**config.mk**
```make
export PLATFORM = sky130hd
export DESIGN_NAME = pc_fetch
export DESIGN_NICKNAME = d
export VERILOG_FILES = /design/src/rtl/tis_pkg.sv /design/src/rtl/pc_fetch_prog_mem.sv /design/src/rtl/pc_fetch.sv
export SDC_FILE = /design/constraint.sdc
export NUM_CORES = 1
export LEC_CHECK = 0
export CAP_MARGIN = 20
export CORE_MARGIN = 2
export CORE_UTILIZATION = 50
export CTS_BUF_LIST = sky130_fd_sc_hd__clkbuf_2 sky130_fd_sc_hd__clkbuf_4 sky130_fd_sc_hd__clkbuf_8
export CTS_CLUSTER_DIAMETER = 120
export DETAILED_ROUTE_END_ITERATION = 6
export DONT_BUFFER_PORTS = 1
export SETUP_SLACK_MARGIN = 0.4
export SLEW_MARGIN = 15
export SYNTH_ARGS = -nofsm -noshare
export SYNTH_HDL_FRONTEND = slang
export SYNTH_SLANG_ARGS = --single-unit
```
**constraint.sdc**
```tcl
create_clock -name clk -period 11.37 [get_ports clk]
set_input_delay 2.274 -clock clk [delete_from_list [all_inputs] [get_ports clk]]
set_output_delay 2.274 -clock clk [all_outputs]
set_load 0.1 [all_outputs]
```
**src/rtl/tis_pkg.sv**
```systemverilog
// Shared constants and types for the fetch stage and op_decode.
// Latency: n/a (package only).
// Backpressure: n/a (package only).
// Contents: PC/opcode widths, pc_instr encodings, fetch FSM states and the
// next-PC helper used by pc_fetch.
package tis_pkg;

    localparam int PC_WIDTH   = 4;
    localparam int OP_WIDTH   = 21;
    localparam int PROG_SLOTS = 16;
    localparam int VAL_WIDTH  = 11;

    typedef enum logic [3:0] {
        PC_NEXT = 4'd0,
        PC_JMP  = 4'd1,
        PC_JEZ  = 4'd2,
        PC_JNZ  = 4'd3,
        PC_JGZ  = 4'd4,
        PC_JLZ  = 4'd5,
        PC_JRO  = 4'd6
    } pc_instr_e;

    typedef enum logic [1:0] {
        ST_IDLE  = 2'd0,
        ST_START = 2'd1,
        ST_RUN   = 2'd2
    } fetch_state_e;

    // Next PC for one executed instruction. Encodings outside 0..6 fall back
    // to sequential flow. Absolute targets past the program end restart at 0;
    // relative jumps saturate at the program boundaries instead of wrapping.
    function automatic logic [PC_WIDTH-1:0] calc_pc_next(
        input logic [PC_WIDTH-1:0]         pc,
        input logic [PC_WIDTH-1:0]         last,
        input logic [3:0]                  instr,
        input logic [PC_WIDTH-1:0]         target,
        input logic signed [VAL_WIDTH-1:0] ofs,
        input logic signed [VAL_WIDTH-1:0] acc
    );
        logic [PC_WIDTH-1:0] seq_pc;
        logic [PC_WIDTH-1:0] jmp_pc;
        logic [PC_WIDTH-1:0] res;
        logic signed [11:0]  sum;
        logic                take;

        seq_pc = (pc == last) ? '0 : pc + 4'd1;
        jmp_pc = (target > last) ? '0 : target;
        // 12-bit signed sum: zero-extended pc plus sign-extended offset
        sum    = $signed({8'd0, pc}) + $signed({ofs[VAL_WIDTH-1], ofs});
        take   = 1'b0;
        res    = seq_pc;

        case (instr)
            PC_JMP: take = 1'b1;
            PC_JEZ: take = (acc == 0);
            PC_JNZ: take = (acc != 0);
            PC_JGZ: take = (acc > 0);
            PC_JLZ: take = (acc < 0);
            default: take = 1'b0;
        endcase

        if (instr == PC_JRO) begin
            if (sum < 0) begin
                res = '0;
            end else if (sum > $signed({8'd0, last})) begin
                res = last;
            end else begin
                res = sum[PC_WIDTH-1:0];
            end
        end else if (take) begin
            res = jmp_pc;
        end
        return res;
    endfunction

endpackage

```
**src/rtl/pc_fetch_prog_mem.sv**
```systemverilog
// Program store: 16x21 array, one synchronous write port, one registered read port.
// Latency: rd_data valid one clk after rd_en/rd_addr; writes land on the same edge.
// Backpressure: none; rd_en low holds rd_data (used as the fetch stall).
// Ports: clk/rst_n; wr_en, wr_addr, wr_data; rd_en, rd_addr, rd_data.
module prog_mem
    import tis_pkg::*;
#(
    parameter int DEPTH = PROG_SLOTS,
    parameter int AW    = PC_WIDTH,
    parameter int DW    = OP_WIDTH
) (
    input  logic          clk,
    input  logic          rst_n,
    input  logic          wr_en,
    input  logic [AW-1:0] wr_addr,
    input  logic [DW-1:0] wr_data,
    input  logic          rd_en,
    input  logic [AW-1:0] rd_addr,
    output logic [DW-1:0] rd_data
);

    // Array has no reset: contents survive rst_n and are undefined at power-up.
    logic [DW-1:0] mem_q [DEPTH];
    logic [DW-1:0] rd_data_d;
    logic [DW-1:0] rd_data_q;

    always_ff @(posedge clk) begin
        if (wr_en) begin
            mem_q[wr_addr] <= wr_data;
        end
    end

    always_comb begin
        rd_data_d = rd_data_q;
        if (rd_en) begin
            rd_data_d = mem_q[rd_addr];
        end
    end

    always_ff @(posedge clk or negedge rst_n) begin
        if (!rst_n) begin
            rd_data_q <= '0;
        end else begin
            rd_data_q <= rd_data_d;
        end
    end

    assign rd_data = rd_data_q;

endmodule

```
**src/rtl/pc_fetch.sv**
```systemverilog
// Program counter and instruction fetch for a TIS-style node.
// Latency: op_code equals mem[pc] on the same cycle (1-cycle fetch); first op 2 clks after run.
// Backpressure: stall=1 freezes pc/op_code; run=0 aborts to IDLE with op_valid dropped.
// Ports: clk/rst_n; run; program load (prog_we/addr/data/len); decoder control
// (pc_instr, jmp_target, jro_offset, acc, stall); outputs pc, op_code, op_valid.
module pc_fetch
    import tis_pkg::*;
#(
    parameter int PROG_DEPTH = PROG_SLOTS,
    parameter int OP_W       = OP_WIDTH
) (
    input  logic                        clk,
    input  logic                        rst_n,
    input  logic                        run,
    input  logic                        prog_we,
    input  logic [PC_WIDTH-1:0]         prog_addr,
    input  logic [OP_W-1:0]             prog_data,
    input  logic [PC_WIDTH:0]           prog_len,
    input  logic [3:0]                  pc_instr,
    input  logic [PC_WIDTH-1:0]         jmp_target,
    input  logic signed [VAL_WIDTH-1:0] jro_offset,
    input  logic signed [VAL_WIDTH-1:0] acc,
    input  logic                        stall,
    output logic [PC_WIDTH-1:0]         pc,
    output logic [OP_W-1:0]             op_code,
    output logic                        op_valid
);

    fetch_state_e        state_q, state_d;
    logic [PC_WIDTH-1:0] pc_q, pc_d;
    logic [PC_WIDTH-1:0] last_q, last_d;
    logic                op_valid_q, op_valid_d;
    logic [PC_WIDTH-1:0] pc_next;
    logic                mem_we;
    logic                mem_re;
    logic [PC_WIDTH-1:0] mem_raddr;

    assign pc_next = calc_pc_next(pc_q, last_q, pc_instr, jmp_target, jro_offset, acc);

    always_comb begin
        state_d    = state_q;
        pc_d       = pc_q;
        last_d     = last_q;
        op_valid_d = op_valid_q;
        mem_we     = 1'b0;
        mem_re     = 1'b0;
        mem_raddr  = pc_next;

        case (state_q)
            ST_IDLE: begin
                pc_d       = '0;
                op_valid_d = 1'b0;
                last_d     = PC_WIDTH'(prog_len - 5'd1);
                // Program memory is only writable from IDLE with run low.
                mem_we     = prog_we & ~run;
                if (run && (prog_len != '0)) begin
                    state_d = ST_START;
                end
            end
            ST_START: begin
                state_d    = ST_RUN;
                pc_d       = '0;
                op_valid_d = 1'b1;
                mem_re     = 1'b1;
                mem_raddr  = '0;
            end
            ST_RUN: begin
                // pc and the memory read address advance together so op_code
                // always tracks mem[pc].
                if (!stall) begin
                    pc_d   = pc_next;
                    mem_re = 1'b1;
                end
            end
            default: state_d = ST_IDLE;
        endcase

        // Dropping run aborts from any state; op_code is left as is.
        if (!run) begin
            state_d    = ST_IDLE;
            pc_d       = '0;
            op_valid_d = 1'b0;
            mem_re     = 1'b0;
        end
    end

    always_ff @(posedge clk or negedge rst_n) begin
        if (!rst_n) begin
            state_q    <= ST_IDLE;
            pc_q       <= '0;
            last_q     <= '0;
            op_valid_q <= 1'b0;
        end else begin
            state_q    <= state_d;
            pc_q       <= pc_d;
            last_q     <= last_d;
            op_valid_q <= op_valid_d;
        end
    end

    prog_mem #(
        .DEPTH (PROG_DEPTH),
        .AW    (PC_WIDTH),
        .DW    (OP_W)
    ) u_prog_mem (
        .clk     (clk),
        .rst_n   (rst_n),
        .wr_en   (mem_we),
        .wr_addr (prog_addr),
        .wr_data (prog_data),
        .rd_en   (mem_re),
        .rd_addr (mem_raddr),
        .rd_data (op_code)
    );

    assign pc       = pc_q;
    assign op_valid = op_valid_q;

endmodule

```
==> results of run 1 <==
-- sequential cells by signal, indices dropped and copies added, names as in the netlist --
register,cells
last_q,4
pc,4
u_prog_mem.rd_data,21
op_valid,1
u_prog_mem.mem_q,336
state_q,2
-- power groups by stage --
stage / combinational, mW / sequential [mW] / clock [mW]
floorplan: 0.393 / 1.86 / 0
global placement: 0.512 / 1.90 / 0
detailed placement: 0.521 / 1.89 / 0
CTS: 0.522 / 1.87 / 1.23
global route: 0.572 / 1.87 / 1.30
finish: 0.522 / 1.87 / 1.21
-- critical path: cells and delay by family --
family,cells,cell delay (ns)
buffers and inverters,2,0.84
adder cells (fa/ha/maj),3,0.92
XOR/XNOR,1,0.36
AND/OR/NAND/NOR,3,0.78
AO/OA/AOI/OAI,7,1.82
-- final cells by class --
type | count | area share, %
clock inverter | 16 | 0.755
multi-input combinational | 695 | 25.0
antenna | 1 | 0.0144
sequential | 368 | 62.6
tap | 396 | 2.85
clock buffer | 96 | 6.80
timing repair buffer | 36 | 1.67
inverter | 19 | 0.410
-- worst paths after layout --
kind                                          end  slack (ns)
setup / recovery            u_prog_mem.rd_data[4]        4.81
hold / removal             u_prog_mem.rd_data[16]        0.56
setup reg to reg            u_prog_mem.rd_data[4]        5.94
hold reg to reg            u_prog_mem.rd_data[16]        0.56
max in group asynchronous  u_prog_mem.rd_data[18]        9.88
min in group asynchronous   u_prog_mem.rd_data[7]        1.37
-- metrics by stage --
stage,util (%),cells
2_1_floorplan,-,1151
3_3_place_gp,52.5,1513
3_5_place_dp,52.6,1514
4_1_cts,56.9,1626
5_1_grt,56.9,1627
6_report,56.9,1627
-- per-layer routing --
metal  routed length (µm)  vias to the layer above  GRT usage [%]
li1                     -                     4486              -
met1                17700                     5027           36.7
met2                19400                      437           39.4
met3                 3600                       83           5.34
met4                 1120                        0           8.42
met5                    0                        -              0
-- layout by cell type, fill, tap and decap left out, types with 5 or more instances in the layout --
cell type	n
a21oi_1	10
xnor2_1	5
xor2_1	5
nand3b_1	5
o31ai_1	21
and2_1	21
nor2_1	76
buf_4	35
dfrtp_1	32
edfxtp_1	336
inv_1	18
o21ai_1	42
clkbuf_8	74
nand3_1	92
o211ai_1	22
mux2i_1	24
nor3_1	49
ha_1	18
a31oi_1	21
nor2_2	13
nand2b_1	7
a32o_1	20
clkbuf_4	22
clkinv_2	9
a41oi_1	19
o21ai_0	52
nand2_1	103
-- logic make-up (layout without fill, tap and decap cells) --
kind of cell	Yosys count	after routing	synth area share, %
compound gates	243	243	11.3
fa+ha+maj	20	20	1.66
mux	25	25	1.62
simple gates	397	397	12.2
buf+inv	88	167	2.69
flops	368	368	70.0
xor+xnor	10	10	0.563
other cells	0	1	0
==> results.cfg, run 1 <==
[global_route]
antenna_found_initial = 2
grt_pass1_wl_um = 62400
grt_start_max_net_pins = 79
first_global_vias = 9823
track_usage_pct = 25.6
grt_overflow = 0

[placed_design]
dpl.hpwl_um = 23300
portBuffers = 0
pre_cts_slack_ns = 4.17
place.gp.congestion = 0.807
placed_area_mm2 = 0.0161

[synth]
synth_top_area_cell = edfxtp_1
async_flop_share_pct = 8.70
syn_avg_cell_area_um2 = 13.5
synthCells = 1151
synth_edf_count = 336
synth.distinct_cells = 75
ys_top_cells_by_count = edfxtp_1 (336), nand2_1 (103), nand3_1 (92)
synth_area_leaders = edfxtp_1 (65%), dfrtp_1 (5.1%), nand3_1 (3.0%)
synthesis.area_mm2 = 0.0156
synth_nets = 1236
synth_ff_type = edfxtp_1
yosysTopAreaCellShare_pct = 64.9
ys_ff_latch = 368
yosysSeqAreaShare_pct = 70.0
yosysMostFrequentCell = edfxtp_1
yosys_warnings = 0

[sta]
rsz0062_at_grt = false
setup_ws_ns = 4.81
hold_viol = 0
tightest_slew_ns = 1.07
hold_ws_ns = 0.556
max_freq_mhz = 152
drv_slew = 0
fin_crit_sh_pct = 57.7
fin_skew_ns = 0.0440
fin_crit_ns = 6.56
setup_viol = 0
fin_tns_setup_ns = 0
slew_headroom_pct = 28.7

[die]
io_pins = 91
start_util_pct = 50.9
core_mm2 = 0.0306
die-height_um = 180
rows = 64
die-area_mm2 = 0.0325
fp.dieW_um = 180

[worst_setup_path]
r2r_cells = 16
crit_top_cell = ha_1
crit_type = in2reg
crit_path_start_kind = primary input
crit_path_top_delay_cell = buf_4
r2r-start = pc[1]
critical_path.max_fanout = 71
cp_data_arrival_time_ns = 7.05
cp.required_ns = 11.86
cpPeakStageDelay_ns = 0.77
cp_cell_sequence = ha_1, inv_1, fa_1, xnor2_1, ha_1, and3b_1, a2111oi_2, o32a_1, o2111ai_2, nor4_4, a221o_4, buf_4, nor2_1, o21ai_1, o211ai_1, o31ai_1
startpoint = jro_offset[0]
cp-end-kind = flip-flop

[cells_and_area]
drive_above_1_share_pct = 15.4
layout.area.seq_mm2 = 0.0109
stdcell_area_mm2 = 0.0174
final_nets = 1265
multiInputGateArea_mm2 = 0.00435
nFillCells = 2519
synthToLayoutAreaGrowth_pct = 11.9

[pwr]
switching_share_pct = 33.1
clockPowerShare_pct = 33.7
peakVddDrop_uv = 202
power_density_mw_per_mm2 = 207
p_seq_share_pct = 51.8
switching_power_mw = 1.19
intPower_mw = 2.41
totalPowerFinal_mw = 3.60
p_leak_nw = 5.88
combPwrFrac_pct = 14.5

[detailed_routing]
avgViaCountPerCell = 6.17
ant_nets = 0
first_pass_iters = 7
drc = 1
wire_per_inst_um = 25.7
drt_iter0_drc = 995
vias = 10033
routed_wl_um = 41800

[clock_tree]
insertion_delay_ns = 0.60
post_cts_buffers = 0
cts_tree = yes
cts_max_level = 2
cts_hold_buf = 0
root_buffer = clkbuf_8
clkTransAtPathRegs_ns = 0.06
cts.sinks = 368
cts.path.max_buffers = 3
ctsResizeCount = 0
cts_buffers = 60

[hold_path]
hp-class = reg2reg
holdPathStages = 2
min_from = u_prog_mem.mem_q[2][16]

[run_status]
status = complete, but fails checks
violations = DRC

[flow_run]
cap_violations = 0
Note: power is estimated with default switching activity, not from simulation.
==> run 2, diff against run 1 <==
--- a/config.mk
+++ b/config.mk
@@ -5,6 +5,7 @@
 export SDC_FILE = /design/constraint.sdc
 export NUM_CORES = 1
 export LEC_CHECK = 0
+export ABC_AREA = 1
 export CAP_MARGIN = 20
 export CORE_MARGIN = 2
 export CORE_UTILIZATION = 50
==> constraint.sdc (replaced) <==
create_clock -name clk -period 6.33 [get_ports clk]
set_input_delay 1.266 -clock clk [delete_from_list [all_inputs] [get_ports clk]]
set_output_delay 1.266 -clock clk [all_outputs]
set_load 0.1 [all_outputs]
==> run 2 against run 1 <==
  * The run now ends clean
  * Power increased by 83%
  * First-iteration DRC count increased by 5.8%
  * Largest cell class unchanged
  * Utilization decreased by 1.4 points
  * Clock-buffer cell count decreased by 4
  * Combinational power increased by 130%
  * Synthesized cell count increased by 38%
  * Area after synthesis increased by 7.8%
  * Worst hold slack got worse by 0.23 ns
  * Highest routed layer unchanged
  * Global-route usage decreased by 0.059 points
  * Die area increased by 7.6%
  * Clock power increased by 76%
==> results.cfg, run 2 <==
[sta]
max_freq_mhz = 217
fin_tns_setup_ns = 0
fin_crit_ns = 4.61
setup_viol = 0
drv_slew = 0
setup_ws_ns = 1.72
slew_headroom_pct = 29.5
tightest_slew_ns = 1.06
hold_viol = 0
fin_skew_ns = 0.0364
fin_crit_sh_pct = 72.9
rsz0062_at_grt = false

[synth]
synthCells = 1584
yosysTopAreaCellShare_pct = 60.2
yosysMostFrequentCell = nand2_1
ys_top_cells_by_count = nand2_1 (426), nand3_1 (363), edfxtp_1 (336)
synth.distinct_cells = 38
synth_ff_type = edfxtp_1
yosys_warnings = 0
ys_ff_latch = 368
synth_area_leaders = edfxtp_1 (60%), nand3_1 (11%), nand2_1 (9.5%)
synth_top_area_cell = edfxtp_1
syn_avg_cell_area_um2 = 10.6
yosysSeqAreaShare_pct = 65.0
synthesis.area_mm2 = 0.0168
async_flop_share_pct = 8.70
synth_edf_count = 336
synth_nets = 1669

[worst_setup_path]
cp_data_arrival_time_ns = 5.11
crit_path_start_kind = flip-flop
critical_path.max_fanout = 21
r2r_slack_ns = 1.72
cp-end-kind = flip-flop
crit_type = reg2reg
cp.required_ns = 6.82
r2r_cells = 24

[cells_and_area]
antennaDiodeCount = 0
top_register = u_prog_mem.mem_q
layout_common_cells = nand2_1 (423), nand3_1 (363), edfxtp_1 (336)
drive_above_1_share_pct = 11.2
nFillCells = 2888
final_core_util_pct = 55.5
largest_reg_flops = 336
synthToLayoutAreaGrowth_pct = 10.1
final_cells = 2086
final_nets = 1672
layout_commonest_cell = nand2_1

[die]
rows = 67
die-area_mm2 = 0.0350
fp.dieW_um = 187
start_util_pct = 50.4
die-height_um = 187
core_mm2 = 0.0333
io_pins = 91

[detailed_routing]
wire_per_inst_um = 21.3
wl_met2_um = 20200
first_pass_iters = 6
vias = 11831
avgViaCountPerCell = 5.67
wl_met1_um = 19100
drc = 0
top_layer_used = met4
routed_wl_um = 44500
ant_nets = 0
route.met3.wl_um = 3940
drt_iter0_drc = 1053

[clock_tree]
insertion_delay_ns = 0.63
root_buffer = clkbuf_8
cts.path.max_buffers = 3
cts_hold_buf = 0
cts_buffers = 59
cts_tree = yes
clkTransAtPathRegs_ns = 0.06
cts_max_level = 2
ctsResizeCount = 0
post_cts_buffers = 0
cts.sinks = 368

[placed_design]
place_inst = 1974
pre_cts_slack_ns = 1.29
dpl.hpwl_um = 24700
portBuffers = 0
place.gp.congestion = 0.902

[global_route]
track_usage_pct = 25.5
antenna_found_initial = 0
first_global_vias = 11503
grt_start_max_net_pins = 147
grt_pass1_wl_um = 67900
grt_overflow = 0

[flow_run]
cap_violations = 0

[hold_path]
hp-class = in2async

[pwr]
p_leak_nw = 7.26
peakVddDrop_uv = 276
power_density_mw_per_mm2 = 357

[run_status]
status = complete, no violations
## run 2: cell types whose count changed after synthesis, sizes merged, moves of 47 or more
cell    delta
nor2      -47
nor3      -52
nand3    +274
inv      +101
o21ai     -87
nand3b    +79
nand2    +323
## run 2: path summary, 6_finish.rpt
kind | from | to
worst min-delay path | rst_n | u_prog_mem.rd_data[0]
min in group clk | last_q[1] | last_q[1]
worst max register to register | pc[0] | u_prog_mem.rd_data[13]
worst min register to register | last_q[1] | last_q[1]
max in group asynchronous | rst_n | u_prog_mem.rd_data[15]
worst max-delay path | pc[0] | u_prog_mem.rd_data[13]
## run 2: power breakdown
part | switching, mW | internal, mW
logic | 0.819 | 0.362
registers | 0.560 | 2.73
clock network | 0.935 | 1.19
## run 2: cells by family (layout without fill, tap and decap cells)
logic type	Yosys count	in the layout	synth area share, %
adder cells (fa/ha/maj)	20	20	1.54
AO/OA/AOI/OAI	28	28	0.985
buffers and inverters	210	264	5.61
flip-flops	368	368	65.0
XOR/XNOR	8	8	0.418
AND/OR/NAND/NOR	950	950	26.5
## run 2: metrics by stage
stage	total power [mW]	cell area, µm²	hold WS [ns]
3_3_place_gp	4.50	17200	0.518
3_5_place_dp	4.51	17200	0.513
5_1_grt	6.88	18500	0.289
6_report	6.60	18500	0.329
4_1_cts	6.63	18500	0.286
2_1_floorplan	4.19	16800	0.475
## run 2: per-layer routing
metal	global-route usage [%]	vias to the layer above
li1	-	5473
met1	35.6	5750
met4	9.37	0
met2	39.6	512
met3	5.67	96
met5	0	-
## run 2: final cells by class
cell class,count,area [µm²],share of cell area [%]
Clock buffer,92,1100,5.98
Clock inverter,20,155,0.840
Inverter,122,463,2.51
Multi-Input combinational cell,1006,5030,27.2
Sequential cell,368,10900,59.0
Tap cell,448,561,3.04
Timing Repair Buffer,30,263,1.42
## run 2: critical path: stages (launching register included)
cell,delay (ns)
dfrtp_1,0.32
buf_4,0.31
ha_1,0.27
inv_1,0.06
fa_1,0.39
xnor2_1,0.21
ha_1,0.26
nand2_1,0.06
inv_1,0.05
nand2_1,0.06
nand2_1,0.05
nand2_1,0.06
nand3_1,0.06
nor2_1,0.19
nand3_2,0.17
a21oi_1,0.16
o21ai_1,0.11
nand2_2,0.09
inv_2,0.04
nor2_2,0.56
inv_2,0.48
nand3_1,0.19
nand3_1,0.11
nand3_1,0.13
nand2_1,0.07
